### config.mk
export PLATFORM = sky130hd
export DESIGN_NAME = serial_mag_comparator
export DESIGN_NICKNAME = d
export VERILOG_FILES = /design/src/rtl/serial_mag_comparator.sv
export SDC_FILE = /design/constraint.sdc
export NUM_CORES = 1
export LEC_CHECK = 0
export CORE_AREA = 4 4 50 61
export DETAILED_ROUTE_END_ITERATION = 6
export DIE_AREA = 0 0 54 65
export MAX_ROUTING_LAYER = met4
export PLACE_DENSITY_LB_ADDON = 0.3
export SLEW_MARGIN = 20
export SYNTH_ARGS = -nofsm -noshare
export SYNTH_HDL_FRONTEND = slang
export SYNTH_SLANG_ARGS = --single-unit
export TNS_END_PERCENT = 20
### constraint.sdc
create_clock -name clk -period 3.9 [get_ports clk]
set_clock_uncertainty 0.05 [all_clocks]
set_input_delay 0.78 -clock clk [delete_from_list [all_inputs] [get_ports clk]]
set_output_delay 0.78 -clock clk [all_outputs]
set_load 0.01 [all_outputs]
### src/rtl/serial_mag_comparator.sv
// Bit-serial magnitude comparator: scans two WIDTH-bit operands MSB-first, one bit per clock,
// reporting gt/eq/lt in unsigned or two's-complement mode with a start/done handshake.
module serial_mag_comparator #(
  parameter int WIDTH      = 8,
  parameter bit EARLY_EXIT = 1'b1
) (
  input  logic             clk,
  input  logic             reset,
  input  logic             start,
  input  logic [WIDTH-1:0] a,
  input  logic [WIDTH-1:0] b,
  input  logic             signed_mode,
  output logic             busy,
  output logic             done,
  output logic             gt,
  output logic             eq,
  output logic             lt
);

  localparam int IW = (WIDTH > 1) ? $clog2(WIDTH) : 1;
  localparam logic [IW-1:0] TOP_IDX = IW'(WIDTH - 1);

  typedef enum logic [1:0] {
    IDLE = 2'd0,
    SCAN = 2'd1,
    DONE = 2'd2
  } state_t;

  state_t          state_q;
  logic [WIDTH-1:0] a_q, b_q;
  logic            sgn_q;
  logic [IW-1:0]   idx_q;
  logic            diff_seen_q, diff_gt_q;
  logic            busy_q, done_q, gt_q, eq_q, lt_q;

  logic bit_diff, bit_gt, res_gt_d, res_eq_d;

  always_comb begin
    bit_diff = a_q[idx_q] ^ b_q[idx_q];
    // The sign bit carries negative weight, so a set bit there means the smaller value.
    bit_gt   = a_q[idx_q] ^ (sgn_q && (idx_q == TOP_IDX));
    res_gt_d = diff_seen_q ? diff_gt_q : bit_gt;
    res_eq_d = !diff_seen_q && !bit_diff;
  end

  always_ff @(posedge clk) begin
    if (reset) begin
      state_q     <= IDLE;
      a_q         <= '0;
      b_q         <= '0;
      sgn_q       <= 1'b0;
      idx_q       <= '0;
      diff_seen_q <= 1'b0;
      diff_gt_q   <= 1'b0;
      busy_q      <= 1'b0;
      done_q      <= 1'b0;
      gt_q        <= 1'b0;
      eq_q        <= 1'b0;
      lt_q        <= 1'b0;
    end else begin
      case (state_q)
        IDLE: begin
          done_q <= 1'b0;
          if (start) begin
            a_q         <= a;
            b_q         <= b;
            sgn_q       <= signed_mode;
            idx_q       <= TOP_IDX;
            diff_seen_q <= 1'b0;
            diff_gt_q   <= 1'b0;
            busy_q      <= 1'b1;
            state_q     <= SCAN;
          end
        end
        SCAN: begin
          if ((EARLY_EXIT && bit_diff) || (idx_q == '0)) begin
            gt_q    <= !res_eq_d && res_gt_d;
            eq_q    <= res_eq_d;
            lt_q    <= !res_eq_d && !res_gt_d;
            done_q  <= 1'b1;
            state_q <= DONE;
          end else begin
            // Only the most significant difference is kept; later bits cannot override it.
            if (!diff_seen_q && bit_diff) begin
              diff_seen_q <= 1'b1;
              diff_gt_q   <= bit_gt;
            end
            idx_q <= idx_q - IW'(1);
          end
        end
        DONE: begin
          done_q  <= 1'b0;
          busy_q  <= 1'b0;
          state_q <= IDLE;
        end
        default: begin
          state_q <= IDLE;
        end
      endcase
    end
  end

  assign busy = busy_q;
  assign done = done_q;
  assign gt   = gt_q;
  assign eq   = eq_q;
  assign lt   = lt_q;

endmodule

## After elaboration in Yosys (flattened, before gate mapping)

Cells that the tools add are included.

| operators by class | value |
|---|---|
| multiplexer cells | 22 |
| add/sub/neg operators | 1 |
| $lt $le $gt $ge | 1 |
| bitwise gates (word level) | 2 |
| reduce and logical (&&, ||, !) cells | 23 |
| equal/unequal tests | 7 |

Operators by type and width:

| operator | count |
|---|---|
| two-way mux 1 bit | 10 |
| AND reduction 2 bit | 5 |
| != test 2 bit (second input constant) | 4 |
| one-hot mux 1 bit (2 select lines) | 4 |
| binary-select mux 1 bit (select 3 bit) | 2 |
| two-way mux 3 bit | 2 |
| one-hot mux 3 bit (2 select lines) | 1 |
| nonzero test 2 bit | 3 |
| logical AND 1 bit | 5 |
| logical NOT 1 bit | 4 |
| less-than comparator 3 x 4 -> 1 bit (second input constant) | 1 |
| two-way mux 2 bit | 2 |
| one-hot mux 2 bit (2 select lines) | 1 |
| AND reduction 4 bit | 1 |
| == test 3 bit (second input constant) | 1 |
| logical NOT 3 bit | 1 |
| AND reduction 3 bit | 1 |
| subtractor 3 x 1 -> 3 bit (second input constant) | 1 |
| == test 2 x 1 -> 1 bit (second input constant) | 1 |
| == test 2 bit (second input constant) | 1 |
| logical NOT 2 bit | 1 |
| OR reduction 2 bit | 1 |
| bitwise XOR 1 bit | 2 |
| logical OR 1 bit | 1 |

| word-level totals | value |
|---|---|
| output and inout bits | 5 |
| logic and storage cells | 68 |
| bits in registers | 29 |

## Depth between registers and ports, before layout

Gate-level depths: netlist (run 1).

| logic depth | value |
|---|---|
| depth after elaboration | 7 |
| gate-level depth with buffers | 7 |
| mapped depth without buffers | 6 |

## Worst setup path before layout (run 1)

OpenSTA, ideal clock, no wires.

| timing | value |
|---|---|
| path type | register to register |
| from | register idx_q[0] |
| to | register idx_q[1] |
| buffers on the path | 1 |
| data arrival time | 1833 ps |
| clock period less this slack | 2005 ps |
| path slack | 1895 ps |
| stages on the path, launching flop included | 7 |
| cells stage by stage | dfxtp_1 -> buf_6 -> mux4_1 -> mux2i_4 -> xor2_2 -> nor3_2 -> o311a_1 |

| between the ends | value |
|---|---|
| cells in the longest elaborated chain, start to end | 6 |

RTL lines:

| what | RTL line | text |
|---|---|---|
| from (decl) | 32 | `logic [IW-1:0] idx_q;` |
| from (signal assigned) | 88 | `idx_q <= idx_q - IW'(1);` |
| binary-select mux 1 bit (select 3 bit) | 39 | `bit_diff = a_q[idx_q] ^ b_q[idx_q];` |
| two-way mux 1 bit (not written as such) | 39 |  |
| bitwise XOR 1 bit | 39 |  |
| logical OR 1 bit | 76 | `if ((EARLY_EXIT && bit_diff) \|\| (idx_q == '0)) begin` |
| != test 2 bit (no line) | -- |  |
| AND reduction 3 bit (no line) | -- |  |

Several ways; a longest one is shown, not always the timed one. The select of a mux whose other input is x is not followed.
A chain may end at the register's enable or synchronous reset.

## Final worst setup path (run 1)

| timing | value |
|---|---|
| from | register idx_q[0] |
| to | register idx_q[2] |

The elaborated chain is that of the path after synthesis.

==> flow_summary.yaml, run 1 <==
sta:
  post-route-period-util: 0.5823
  max-slew-margin-rel: 0.3860
  setup-tns-final_ps: 0
  holdWs_ps: 406.3
  slew_violations: 0
  clock.fmax_ghz: 0.4404
  rsz0062_at_grt: "no"
  fin_crit_ps: 2271
  hold_violations: 0
  setup_violations: 0
  tightest_slew_ps: 918.2
clocking:
  cts_hold_buf: 0
  h-tree-depth: 2
  clk_path_buf_depth: 2
  cts_setup_buffers: 0
  cts_buffers: 5
  cts_tree: "built"
  clk_latency_ps: 330
  clkTransAtPathRegs_ps: 90
  clock_sinks: 29
  cts_resized: 0
  cts_root_buffer: "clkbuf_4"
place:
  dp.cells: 190
  port_buffers: 24
  dp.final_hpwl_mm: 1.790
  place.gp.congestion: 0.8388
global_routing:
  use_met3: 0.06207
  first_global_vias: 1033
  track_usage: 0.1652
  use_met1: 0.1520
  grt.busiest_layer: "met2"
  antenna_found_initial: 0
  grt_pass1_wl_mm: 4.084
  met2_usage: 0.2909
  gr-total-overflow: 0
  grt_max_degree: 26
die:
  start_util: 0.5278
  core_um2: 2477
  die_x_um: 54
  ios: 25
  die-area_um2: 3510
  die_y_um: 65
  row_count: 20
worst_setup_path:
  startpoint: "idx_q[0]"
  crit_path_top_delay_cell: "mux4_1"
  reg2reg_from: "idx_q[0]"
  crit_type: "reg2reg"
  endpoint_kind: "flop"
  critPathCapture: "idx_q[2]"
  ff2ff_setup_slack_ps: 1630
  critical_path_required_ps: 4030
  worst-path-stages: 5
  critical_path.top_delay_family: "multiplexers"
  critical_path_arrival_ps: 2400
  reg2reg_to: "idx_q[2]"
  critPathLaunchType: "flop"
  path_buf_inv: 0
  path_cells: "mux4_1 > mux2i_4 > xor2_2 > nor3_2 > a311oi_1"
  slowest_delay_ps: 660
  r2r_cells: 5
  cp_max_fo: 8
outcome:
  status: "finished clean"
route:
  ant_nets: 0
  dr.pass1.iters: 4
  vias: 1031
  post_drt_wl_per_cell_um: 12.59
  drt_wl_total_mm: 2.493
  first_iter_violations: 41
  drc_errors: 0
  routed_via_density: 5.207
logic_synthesis:
  synth_nets: 163
  synth_top_cell_by_area: "dfxtp_1"
  syn_area_um2: 1308
  synth_top_area_frac: 0.4440
  yosys-top-cells-area: "dfxtp_1, nand2_1, mux4_1"
  synthArstFlopShare: 0
  synthTopCellsByCount: "nand2_1, dfxtp_1, a21oi_1, clkbuf_1"
  yosysMostFrequentCell: "nand2_1"
  ys_warn_count: 0
  avgSynthCellArea_um2: 9.339
  synth-seq-cells: 29
  synth_ff_type: "dfxtp_1"
  synth.distinct_cells: 32
  synth_edf_count: 0
  syn_inst: 140
  ys_seq_area_frac: 0.4440
pwr:
  ir_worst_vdd_mv: 0.2728
  power.density_nw_per_um2: 432.7
  p_leak_uw: 0.0006246
flow_run:
  maxCapViolations: 0
layout:
  final_cells: 198
  fin_util: 0.6505
  nets: 187
  drive_gt1_frac: 0.08485
  diodes: 0
  syn_to_final_growth_pct: 23.25
worst_hold_path:
  min_path_type: "reg2reg"
per-layer routing:
metal,vias to the layer above,share of wire
met5,-,0
met4,0,0.018
met3,5,0.049
met2,21,0.54
met1,472,0.39
li1,533,-
flip-flops by register name, summed over array words and instances, names as in the netlist:
name	flops
a_q	8
state_q	2
eq	1
gt	1
busy	1
b_q	8
done	1
diff_seen_q	1
lt	1
sgn_q	1
diff_gt_q	1
idx_q	3
report_power, final:
group	total [uW]	internal [uW]	switching, uW
clock network	171	71.6	99.4
registers	351	324	26.6
logic	176	88.4	87.1
total	697	484	213
tightest hold or removal path: cells and delay by family (launching register included):
kind / cells / cell delay, ps
AOI/OAI and AO/OA: 1 / 50
DFF: 1 / 310
and+or+nand+nor: 1 / 50
how the worst min path moves through the flow:
stage	startpoint	to	slack, ps	cells past startpoint
final	b_q[5]	b_q[5]	410	2
after global routing	b_q[5]	b_q[5]	420	2
after CTS	b_q[5]	b_q[5]	410	2
after detailed placement	b_q[5]	b_q[5]	400	2
after global placement	a_q[0]	a_q[0]	390	2
after floorplan	a_q[1]	a_q[1]	380	2
per-stage QoR:
step / area, um2 / total power (uW) / setup WS [ps]
finish: 1612 / 697.4 / 1629
detailed placement: 1563 / 533.4 / 1439
global route: 1612 / 733.2 / 1495
CTS: 1612 / 702.8 / 1611
global placement: 1563 / 526.8 / 1457
floorplan: 1308 / 479.5 / 1895
placed cells by master (no fill, tap or decap), types with 2 or more instances in the layout:
cell / synthesis / layout
a211oi_1: 4 / 4
a21oi_1: 20 / 20
and3_1: 3 / 3
clkbuf_1: 5 / 3
clkbuf_4: 0 / 5
clkdlybuf4s50_1: 0 / 24
dfxtp_1: 29 / 29
ha_1: 3 / 3
inv_1: 2 / 2
inv_2: 2 / 2
mux2i_4: 2 / 2
mux4_1: 4 / 4
nand2_1: 37 / 37
nand2b_1: 2 / 2
nand3_1: 2 / 2
nor2_1: 3 / 3
o21a_1: 2 / 2
o21ai_1: 3 / 3
xnor2_1: 2 / 2
cells by family after synthesis:
logic type	after synthesis	share of synthesized area
multiplexers	6	0.1148
AO/OA/AOI/OAI	34	0.1646
buffers and inverters	12	0.04115
flip-flops	29	0.4440
XOR/XNOR	3	0.02584
AND/OR/NAND/NOR	53	0.1809
adder cells (fa/ha/maj)	3	0.02871
layout make-up:
class	count	area, um2
Tap cell	33	41.29
Clock buffer	8	48.80
Sequential cell	29	580.6
Timing Repair Buffer	25	247.7
Multi-Input combinational cell	99	678.2
Inverter	4	15.01
Fill cell	202	865.8
Power figures use the tool's default switching activity.
==> inputs of run 2 (changes only) <==
--- a/config.mk
+++ b/config.mk
@@ -5,9 +5,9 @@
 export SDC_FILE = /design/constraint.sdc
 export NUM_CORES = 1
 export LEC_CHECK = 0
-export CORE_AREA = 4 4 50 61
+export CORE_AREA = 4 4 52 64
 export DETAILED_ROUTE_END_ITERATION = 6
-export DIE_AREA = 0 0 54 65
+export DIE_AREA = 0 0 56 68
 export MAX_ROUTING_LAYER = met4
 export PLACE_DENSITY_LB_ADDON = 0.3
 export SLEW_MARGIN = 20
==> constraint.sdc (replaced) <==
create_clock -name clk -period 2.2 [get_ports clk]
set_clock_uncertainty 0.05 [all_clocks]
set_input_delay 0.44 -clock clk [delete_from_list [all_inputs] [get_ports clk]]
set_output_delay 0.44 -clock clk [all_outputs]
set_load 0.01 [all_outputs]
==> flow_summary.yaml, run 2 (synthesis gave the netlist of run 1 again) <==
outcome:
  status: "finished clean"
die:
  core_um2: 2733
  ios: 25
  die-area_um2: 3808
  start_util: 0.4785
  row_count: 21
  die_y_um: 68
  die_x_um: 56
pwr:
  power.density_nw_per_um2: 766.4
  p_leak_uw: 0.0006539
  ir_worst_vdd_mv: 0.5191
sta:
  hold_violations: 0
  setup_violations: 0
  post-route-period-util: 0.9407
  fin_crit_ps: 2070
  max-slew-margin-rel: 0.7506
  slew_violations: 0
  clock.fmax_ghz: 0.4832
  tightest_slew_ps: 373.6
  setup-tns-final_ps: 0
  setup_ws_ps: 130.5
  holdWs_ps: 406.7
  rsz0062_at_grt: "no"
route:
  route.met3.wl_um: 172
  first_iter_violations: 41
  routed_via_density: 5.296
  highest_layer: "met4"
  route.met2.wl_mm: 1.334
  dr.pass1.iters: 4
  vias: 1075
  post_drt_wl_per_cell_um: 12.83
  ant_nets: 0
  route.layer.met1.wl_mm: 1.045
  drt_wl_total_mm: 2.604
  drc_errors: 0
place:
  port_buffers: 24
  place.gp.congestion: 0.7933
  placed_area_um2: 1602
  pre_cts_slack_ps: 69.75
  dp.final_hpwl_mm: 2.002
layout:
  nets: 192
  final-seq-area_um2: 581.8
  multiInputGateArea_um2: 678.2
  drive_gt1_frac: 0.1243
  final_common_cell: "nand2_1"
  reg_top3: "a_q (8), b_q (8), idx_q (3)"
  fin_area_um2: 1658
  fin_util: 0.6067
  mostFrequentLayoutCells: "nand2_1, dfxtp_1, clkdlybuf4s50_1, a21oi_1, buf_4"
  diodes: 0
  syn_to_final_growth_pct: 26.79
  num-fill-cells: 258
global_routing:
  track_usage: 0.1526
  grt_max_degree: 20
  first_global_vias: 1026
  grt_pass1_wl_mm: 4.243
  antenna_found_initial: 0
  gr-total-overflow: 0
worst_setup_path:
  cp_max_fo: 6
  critical_path_arrival_ps: 2240
  critPathLaunchType: "flop"
  endpoint_kind: "flop"
  reg2reg_from: "idx_q[0]"
  startpoint: "idx_q[0]"
  critical_path_required_ps: 2370
  crit_type: "reg2reg"
clocking:
  cts_resized: 0
  cts_hold_buf: 0
  clk_latency_ps: 320
  cts_setup_buffers: 0
  clkTransAtPathRegs_ps: 90
  clk_path_buf_depth: 2
  cts_root_buffer: "clkbuf_4"
  clock_sinks: 29
  cts_tree: "built"
  cts_buffers: 5
  h-tree-depth: 2
worst_hold_path:
  min_path_type: "reg2reg"
  worstHoldStart: "b_q[6]"
flow_run:
  maxCapViolations: 0
==> run 2: final cells by class <==
cell class | count | area share
sequential | 29 | 0.3509
clock buffer | 7 | 0.03321
timing repair buffer | 30 | 0.1721
multi-input combinational | 99 | 0.4091
inverter | 4 | 0.009057
tap | 34 | 0.02566
==> run 2: final timing paths <==
path | endpoint | slack [ps] | cells after the start
worst min register to register | b_q[6] | 410 | 2
worst max register to register | idx_q[1] | 130 | 5
worst max-delay path | idx_q[1] | 130 | 5
worst min-delay path | b_q[6] | 410 | 2
==> run 2: metal layers <==
layer	vias to the layer above	track usage
met5	-	-
met4	0	0.07122
met3	6	0.06226
met2	28	0.2822
met1	495	0.1372
li1	546	-
==> run 2: worst max-delay path: stages, from the launching register on <==
cell     delay, ps
dfxtp_2        410
mux4_1         610
mux2i_4        230
xor2_2         240
nor3_2         110
o311a_1        300
==> run 2: stage by stage <==
| stage | power [uW] | cells |
|---|---|---|
| 2_1_floorplan | 850.0 | 140 |
| 3_3_place_gp | 947.3 | 196 |
| 3_5_place_dp | 962.9 | 196 |
| 4_1_cts | 1286 | 203 |
| 5_1_grt | 1349 | 203 |
| 6_report | 1271 | 203 |
==> run 2: report_power, final <==
part	leakage (uW)	internal [uW]	total [uW]	switching, uW
Clock	0.0000314	151	321	170
Sequential	0.000238	575	619	43.8
Combinational	0.000384	169	331	162
Total	0.000654	895	1270	376
==> inputs of run 3 (changes only) <==
--- a/config.mk
+++ b/config.mk
@@ -5,9 +5,9 @@
 export SDC_FILE = /design/constraint.sdc
 export NUM_CORES = 1
 export LEC_CHECK = 0
-export CORE_AREA = 4 4 52 64
+export CORE_AREA = 4 4 65 52
 export DETAILED_ROUTE_END_ITERATION = 6
-export DIE_AREA = 0 0 56 68
+export DIE_AREA = 0 0 69 56
 export MAX_ROUTING_LAYER = met4
 export PLACE_DENSITY_LB_ADDON = 0.3
 export SLEW_MARGIN = 20
==> flow_summary.yaml, run 3 (synthesis gave the netlist of run 1 again) <==
clocking:
  cts_root_buffer: "clkbuf_8"
  h-tree-depth: 2
  clkTransAtPathRegs_ps: 60
  cts_setup_buffers: 0
  clock_sinks: 29
  cts_tree: "built"
  cts_resized: 0
  clk_latency_ps: 280
  clk_path_buf_depth: 2
  cts_hold_buf: 0
  cts_buffers: 5
die:
  row_count: 17
  die_y_um: 56
  ios: 25
  die-area_um2: 3864
  core_um2: 2808
  start_util: 0.4657
  die_x_um: 69
worst_setup_path:
  endpoint_kind: "flop"
  critPathLaunchType: "flop"
  reg2reg_to: "eq"
  slowest_delay_ps: 620
  path_cells: "mux4_1 > mux2i_4 > xnor2_1 > a21oi_1 > o211a_1"
  critical_path_required_ps: 2330
  cp_max_fo: 5
  critical_path_arrival_ps: 2210
  crit_path_top_delay_cell: "mux4_1"
  crit_type: "reg2reg"
  ff2ff_setup_slack_ps: 110
  reg2reg_from: "idx_q[0]"
  r2r_cells: 5
global_routing:
  track_usage: 0.1571
  grt_max_degree: 20
  grt_pass1_wl_mm: 4.650
  antenna_found_initial: 0
  gr-total-overflow: 0
  first_global_vias: 1065
route:
  first_iter_violations: 91
  post_drt_wl_per_cell_um: 13.41
  ant_nets: 0
  routed_via_density: 5.202
  dr.pass1.iters: 4
  vias: 1082
  drt_wl_total_mm: 2.789
  drc_errors: 0
place:
  place.gp.congestion: 0.8727
  dp.cells: 200
  port_buffers: 24
  dp.final_hpwl_mm: 2.054
layout:
  drive_gt1_frac: 0.1176
  final_common_cell: "nand2_1"
  final_cells: 208
  nets: 192
  diodes: 0
  mostFrequentLayoutCells: "nand2_1, dfxtp_1, clkdlybuf4s50_1, a21oi_1, buf_4"
  syn_to_final_growth_pct: 29.09
  reg_top3: "a_q (8), b_q (8), idx_q (3)"
  num-fill-cells: 248
sta:
  rsz0062_at_grt: "no"
  post-route-period-util: 0.9480
  max-slew-margin-rel: 0.6875
  slew_violations: 0
  tightest_slew_ps: 466.6
  setup-tns-final_ps: 0
  hold_violations: 0
  setup_violations: 0
  fin_crit_ps: 2086
  clock.fmax_ghz: 0.4795
flow_run:
  maxCapViolations: 0
outcome:
  status: "finished clean"
worst_hold_path:
  hold_end: "a_q[7]"
  min_path_cells: 2
  min_path_type: "reg2reg"
  worstHoldStart: "a_q[7]"
pwr:
  p_leak_uw: 0.0006620
  power.density_nw_per_um2: 812.8
  ir_worst_vdd_mv: 0.3404
==> run 3: cell types whose count changed in the layout (fill, tap and decap cells not counted), sizes merged <==
| cell | delta |
|---|---|
| clkbuf | +1 |
==> run 3: final cells by class <==
class	count	area, um2	area share
flip-flops and latches	29	581.8	0.3447
inverters	4	15.01	0.008895
multi-input cells	99	678.2	0.4018
well taps	38	47.55	0.02817
clock buffers	8	80.08	0.04744
repair buffers	30	285.3	0.1690
==> run 3: metrics by stage <==
stage / hold slack [ps] / utilization / cell area [um2] / total power (uW) / setup slack [ps]
6_report: 400.8 / 0.6012 / 1688 / 1372 / 114.3
5_1_grt: 425.9 / 0.6012 / 1688 / 1435 / 13.77
4_1_cts: 404.1 / 0.6007 / 1687 / 1378 / 26.23
3_5_place_dp: 396.4 / 0.5722 / 1607 / 965.9 / 43.63
3_3_place_gp: 391.3 / 0.5722 / 1607 / 951.6 / 137.2
2_1_floorplan: 381.5 / - / 1308 / 850.0 / 195.1
==> run 3: worst max path at each step <==
| stage | from | end | slack (ps) | depth (start not counted) |
|---|---|---|---|---|
| finish | idx_q[0] | eq | 110 | 5 |
| global route | idx_q[0] | idx_q[1] | 10 | 5 |
| CTS | idx_q[0] | idx_q[1] | 30 | 5 |
| detailed placement | idx_q[0] | idx_q[1] | 40 | 5 |
| global placement | idx_q[0] | idx_q[1] | 140 | 5 |
| floorplan | idx_q[0] | idx_q[1] | 200 | 6 |
==> run 3: critical path: cells and delay by family, from the launching register on <==
family / cells / cell delay [ps]
flops: 1 / 390
compound gates: 2 / 430
mux: 2 / 870
xor+xnor: 1 / 240
==> run 3: per-layer routing <==
metal  GRT usage  vias to the layer above  routed length, um
met5           -                        -                  0
met4      0.1003                        0                 74
met3     0.05054                        8                151
met2      0.2391                       28               1299
met1      0.1781                      504               1264
li1            -                      542                  -
==> run 3: report_power, final <==
group	internal (uW)	switching [uW]	leakage, uW
clock	224	189	0.0000395
combinational	169	167	0.000384
sequential	577	46.3	0.000238
total	969	403	0.000662
